<file path="src/rtl/fetch_queue_ctrl.sv">
// fetch_queue_ctrl: instruction fetch controller with a DEPTH-entry prefetch
// queue. Owns the fetch PC, issues one word read at a time over a req/ack
// handshake, buffers {pc, instruction} pairs and flushes on redirect.
// Optional build macro: FETCH_STALL_CNT_EN adds the stall_cnt output.
module fetch_queue_ctrl #(
  parameter int unsigned      WIDTH      = 32,
  parameter int unsigned      DEPTH      = 4,
  parameter logic [WIDTH-1:0] RESET_ADDR = '0
) (
  input  logic                       clk,
  input  logic                       reset,
  input  logic                       go,
  input  logic                       redirect,
  input  logic [WIDTH-1:0]           redirect_addr,
  output logic                       mem_req,
  output logic [WIDTH-1:0]           mem_addr,
  input  logic                       mem_ack,
  input  logic [WIDTH-1:0]           mem_rdata,
  output logic                       instr_valid,
  output logic [WIDTH-1:0]           instr_data,
  output logic [WIDTH-1:0]           instr_pc,
  input  logic                       instr_ready,
  output logic [$clog2(DEPTH):0]     count
`ifdef FETCH_STALL_CNT_EN
  ,
  output logic [31:0]                stall_cnt
`endif
);

  localparam int unsigned PW = $clog2(DEPTH);
  localparam int unsigned CW = PW + 1;
  localparam int unsigned AL = $clog2(WIDTH / 8);
  localparam logic [WIDTH-1:0] LOW_MASK = WIDTH'((1 << AL) - 1);
  localparam logic [WIDTH-1:0] STEP     = WIDTH'(WIDTH / 8);

  typedef enum logic [1:0] {
    S_IDLE,
    S_REQ,
    S_DISCARD
  } state_t;

  state_t           r_state;
  state_t           w_state_nxt;
  logic [WIDTH-1:0] r_fetch_pc;
  logic [WIDTH-1:0] r_mem_addr;
  logic [WIDTH-1:0] w_pc_nxt;
  logic [WIDTH-1:0] w_redir_pc;
  logic [PW-1:0]    r_rd;
  logic [PW-1:0]    r_wr;
  logic [CW-1:0]    r_count;
  logic [CW-1:0]    w_count_nxt;
  logic [WIDTH-1:0] r_q_data [DEPTH];
  logic [WIDTH-1:0] r_q_pc   [DEPTH];
  logic             w_push;
  logic             w_pop;
  logic             w_issue;
  logic             w_load_addr;

  assign w_redir_pc = redirect_addr & ~LOW_MASK;
  assign w_pop      = (r_count != '0) && instr_ready;
  // Only a live (non-discarded) response without a concurrent redirect is kept.
  assign w_push     = (r_state == S_REQ) && mem_ack && !redirect;

  // Next occupancy and next fetch PC; redirect overrides push and pop.
  always_comb begin
    w_count_nxt = r_count;
    if (redirect) begin
      w_count_nxt = '0;
    end else if (w_push && !w_pop) begin
      w_count_nxt = r_count + CW'(1);
    end else if (w_pop && !w_push) begin
      w_count_nxt = r_count - CW'(1);
    end
    if (redirect) begin
      w_pc_nxt = w_redir_pc;
    end else if (w_push) begin
      w_pc_nxt = r_fetch_pc + STEP;
    end else begin
      w_pc_nxt = r_fetch_pc;
    end
    w_issue = go && (w_count_nxt < CW'(DEPTH));
  end

  // Next-state logic; the issue decision uses post-update count and PC so a
  // redirect or completed ack can launch the next request on the same edge.
  always_comb begin
    w_state_nxt = r_state;
    w_load_addr = 1'b0;
    case (r_state)
      S_IDLE: begin
        if (w_issue) begin
          w_state_nxt = S_REQ;
          w_load_addr = 1'b1;
        end
      end
      S_REQ, S_DISCARD: begin
        if (mem_ack) begin
          if (w_issue) begin
            w_state_nxt = S_REQ;
            w_load_addr = 1'b1;
          end else begin
            w_state_nxt = S_IDLE;
          end
        end else if (redirect) begin
          w_state_nxt = S_DISCARD;
        end
      end
      default: w_state_nxt = S_IDLE;
    endcase
  end

  // State, fetch PC and held request address.
  always_ff @(posedge clk or negedge reset) begin
    if (!reset) begin
      r_state    <= S_IDLE;
      r_fetch_pc <= RESET_ADDR;
      r_mem_addr <= RESET_ADDR;
    end else begin
      r_state    <= w_state_nxt;
      r_fetch_pc <= w_pc_nxt;
      if (w_load_addr) begin
        r_mem_addr <= w_pc_nxt;
      end
    end
  end

  // Circular queue storage, pointers and occupancy.
  always_ff @(posedge clk or negedge reset) begin
    if (!reset) begin
      r_rd    <= '0;
      r_wr    <= '0;
      r_count <= '0;
      for (int unsigned i = 0; i < DEPTH; i++) begin
        r_q_data[i] <= '0;
        r_q_pc[i]   <= '0;
      end
    end else begin
      r_count <= w_count_nxt;
      if (redirect) begin
        r_rd <= '0;
        r_wr <= '0;
      end else begin
        if (w_push) begin
          r_q_data[r_wr] <= mem_rdata;
          r_q_pc[r_wr]   <= r_fetch_pc;
          r_wr           <= r_wr + PW'(1);
        end
        if (w_pop) begin
          r_rd <= r_rd + PW'(1);
        end
      end
    end
  end

`ifdef FETCH_STALL_CNT_EN
  logic [31:0] r_stall_cnt;

  // Saturating count of cycles where fetch is enabled but decode has nothing.
  always_ff @(posedge clk or negedge reset) begin
    if (!reset) begin
      r_stall_cnt <= '0;
    end else if (go && (r_count == '0) && (r_stall_cnt != '1)) begin
      r_stall_cnt <= r_stall_cnt + 32'd1;
    end
  end

  assign stall_cnt = r_stall_cnt;
`endif

  assign mem_req     = (r_state != S_IDLE);
  assign mem_addr    = r_mem_addr;
  assign instr_valid = (r_count != '0);
  assign instr_data  = r_q_data[r_rd];
  assign instr_pc    = r_q_pc[r_rd];
  assign count       = r_count;

endmodule

</file>
<file path="config.mk">
export PLATFORM = sky130hd
export DESIGN_NAME = fetch_queue_ctrl
export DESIGN_NICKNAME = d
export VERILOG_FILES = /design/src/rtl/fetch_queue_ctrl.sv
export SDC_FILE = /design/constraint.sdc
export NUM_CORES = 1
export LEC_CHECK = 0
export BUFFER_PORTS_ARGS = -buffer_cell sky130_fd_sc_hd__buf_2
export CORE_MARGIN = 8
export CORE_UTILIZATION = 55
export DETAILED_ROUTE_END_ITERATION = 12
export PLACE_DENSITY = 0.77
export SYNTH_ARGS = -nofsm -noshare
export SYNTH_HDL_FRONTEND = slang
export SYNTH_SLANG_ARGS = --single-unit
</file>
<file path="constraint.sdc">
create_clock -name clk -period 2.9 [get_ports clk]
set_input_delay 0.58 -clock clk [delete_from_list [all_inputs] [get_ports clk]]
set_output_delay 0.58 -clock clk [all_outputs]
set_load 0.01 [all_outputs]
</file>
==> metrics.yaml <==
drt:
  vias: 8744
  post-route-drc-count: 0
  drtAntennaViolNets: 0
  wl_per_cell_um: 21.66
  viasPerCell: 5.798
  drtIter0Drc: 428
  drt_wl_total_um: 32660
  first_pass_iters: 4
power:
  seqPwrFrac_pct: 40.5
  power.share.combinational_pct: 33.1
  p_switching_uw: 5015
  clock_power_share_pct: 26.4
  p_leak_uw: 0.008309
  power_density_nw_per_um2: 975.3
  p_int_uw: 11880
  ir_drop_v: 0.0007014
  switching_share_pct: 29.69
final_layout:
  diodes: 0
  finalInstanceArea_um2: 17320
  most-common-layout-cells: "dfrtp_1, mux2_2, buf_2, mux4_2, nand2_1"
  drive_above_1_share_pct: 52.94
  fillers: 1892
  layout_commonest_cell: "dfrtp_1"
  final_nets: 1229
  syn_to_final_growth_pct: 18.27
critical_path:
  crit_type: "flop to output pin"
  crit_end: "instr_pc[29]"
  cpPeakStageDelay_ns: 0.63
  end_kind: "output pin"
  worstPathCellList: "buf_4, mux4_2, buf_2"
  rrSetupSlack_ns: 0.23
  arrival_ns: 2.12
  r2r_end: "r_q_data[24]"
  critPathLaunchType: "flop"
  reg2reg_depth: 7
  worst-path-max-fanout: 13
  cp-startpoint: "r_rd[0]"
  critPathSlowestCell: "dfrtp_4"
  cp.required_ns: 2.32
  regToRegStartpoint: "r_state[1]"
clock_tree:
  clockBufferDepth: 3
  cts_setup_buffers: 1
  tritoncts: "yes"
  numCtsBuffers: 35
  cts.sinks: 329
  cts_hold_buf: 0
  htree_num_levels: 2
  clockRootBuffer: "clkbuf_16"
  cts_resized: 0
  clkTransAtPathRegs_ns: 0.06
  clk_latency_ns: 0.51
global_route:
  antenna_found_initial: 1
  grt_max_degree: 82
  gr-total-overflow: 0
  grt_pass1_wl_um: 52540
  grt_use_total_pct: 20.97
  grt_pass1_vias: 9546
logic_synthesis:
  ys_types: 48
  synth_top_area_share_pct: 56.22
  syn_area_per_cell_um2: 15.10
  synth_nets: 1051
  ys_ff_latch: 329
  netlist_area_um2: 14650
  ys_warn_count: 0
  yosys.area.top_type: "dfrtp_1"
  ys_top_cells_by_area: "dfrtp_1, mux2_2, mux4_2"
  syn_inst: 970
  ys_seq_area_share_pct: 56.22
sta:
  rsz0062_at_grt: "no"
  relSlewSlack_pct: 50.84
  tns_ns: 0
  max_freq_mhz: 370.8
  hold_ws_ns: 0.06768
  fin_skew_ns: 0.01546
  setup_viol: 0
  min_period_ns: 2.697
  fin_crit_sh_pct: 93.00
  worstMarginPinSlew_ns: 0.7347
  hold_viol_final: 0
  final-max-slew-violation-count: 0
placement:
  io_buffers: 168
  place_area_um2: 16130
  hpwl_um: 21670
  gp_congestion: 0.8029
die:
  num_rows: 59
  start_util_pct: 56.04
  dieHeight_um: 179.2
  die_w_um: 179.2
  ioPinCount: 171
  die_area_um2: 32110
  coreArea_um2: 26130
job:
  max-cap-violations: 0
status:
  status: "complete, no violations"
worst_hold_path:
  hold_class: "input pin to async pin"
-- cell families (layout without fill, tap and decap cells) --
logic type | Yosys count | in the layout | synth area share [%]
buffers and inverters | 75 | 278 | 2.144
muxes | 353 | 353 | 32.53
xor gates and xnor gates | 29 | 29 | 1.734
adders and majority gates | 11 | 11 | 0.9398
and+or+nand+nor | 128 | 128 | 4.477
AOI/OAI and AO/OA | 45 | 45 | 1.957
DFF | 329 | 329 | 56.22
-- layer usage --
metal | global-route usage (%) | share of wire [%]
met5 | 0 | 0.043
met2 | 34.89 | 49
met4 | 4.859 | 1.5
met3 | 4.486 | 5.9
met1 | 27.97 | 44
-- worst min path at each step --
| stage | from | endpoint | slack [ns] |
|---|---|---|---|
| after global routing | reset | r_q_data[92] | 0.12 |
| final | reset | r_q_data[92] | 0.07 |
| after detailed placement | r_q_pc[95] | r_q_pc[95] | 0.47 |
| after global placement | r_q_pc[63] | r_q_pc[63] | 0.46 |
| after floorplan | reset | count[0] | 0.28 |
| after CTS | reset | r_q_pc[4] | 0.10 |
-- worst max-delay path, delay by kind of cell, from the launching register on --
kind / cells / cell delay (ns)
buffers and inverters: 2 / 0.43
muxes: 1 / 0.55
DFF: 1 / 0.63
-- final cells by class --
type                       count  area (um^2)  area share, %
multi-input combinational    566         6130          35.39
clock buffer                  54         1110          6.408
timing repair buffer         206         1319          7.614
sequential                   329         8240          47.58
clock inverter                 8        65.06         0.3756
tap                          335        419.2          2.420
inverter                      10        37.54         0.2167
-- Yosys cell counts, drive strengths merged --
library cell  instances
dfrtp               329
mux2                287
mux4                 64
nand2                48
clkbuf               45
o21ai                22
nor2                 21
buf                  20
xnor2                20
nand3                13
ha                   11
a21oi                10
inv                  10
xor2                  9
nand4                 7
nor3                  7
and3                  6
and2                  4
nor2b                 4
nor4                  3
nor4b                 3
or3                   3
a211o                 2
a221o                 2
a311oi                2
mux2i                 2
nand2b                2
nand4b                2
nor3b                 2
a2111o                1
a211oi                1
a221oi                1
a2bb2oi               1
a31oi                 1
and4                  1
o21a                  1
o22ai                 1
or2                   1
or4                   1
-- stage by stage --
stage	power [uW]	worst slack, ns	util (%)	instances
2_1_floorplan	10470	0.4480	-	970
3_3_place_gp	12350	0.2751	61.73	1445
3_5_place_dp	12530	0.2348	61.73	1445
4_1_cts	17110	0.1484	66.28	1508
5_1_grt	17810	0.09207	66.28	1508
6_report	16890	0.2029	66.28	1508
-- power groups by stage --
stage / Clock (uW) / Sequential [uW] / Combinational [uW]
2_1_floorplan: 0 / 6660 / 3820
3_3_place_gp: 0 / 6860 / 5490
3_5_place_dp: 0 / 6930 / 5600
4_1_cts: 4560 / 6830 / 5710
5_1_grt: 4740 / 7010 / 6060
6_report: 4450 / 6840 / 5600
-- flip-flops by register name (all words and copies together) (netlist names) --
| register | cells |
|---|---|
| count | 3 |
| mem_addr | 32 |
| r_fetch_pc | 32 |
| r_q_data | 128 |
| r_q_pc | 128 |
| r_rd | 2 |
| r_state | 2 |
| r_wr | 2 |
Note: power is estimated with default switching activity, not from simulation.
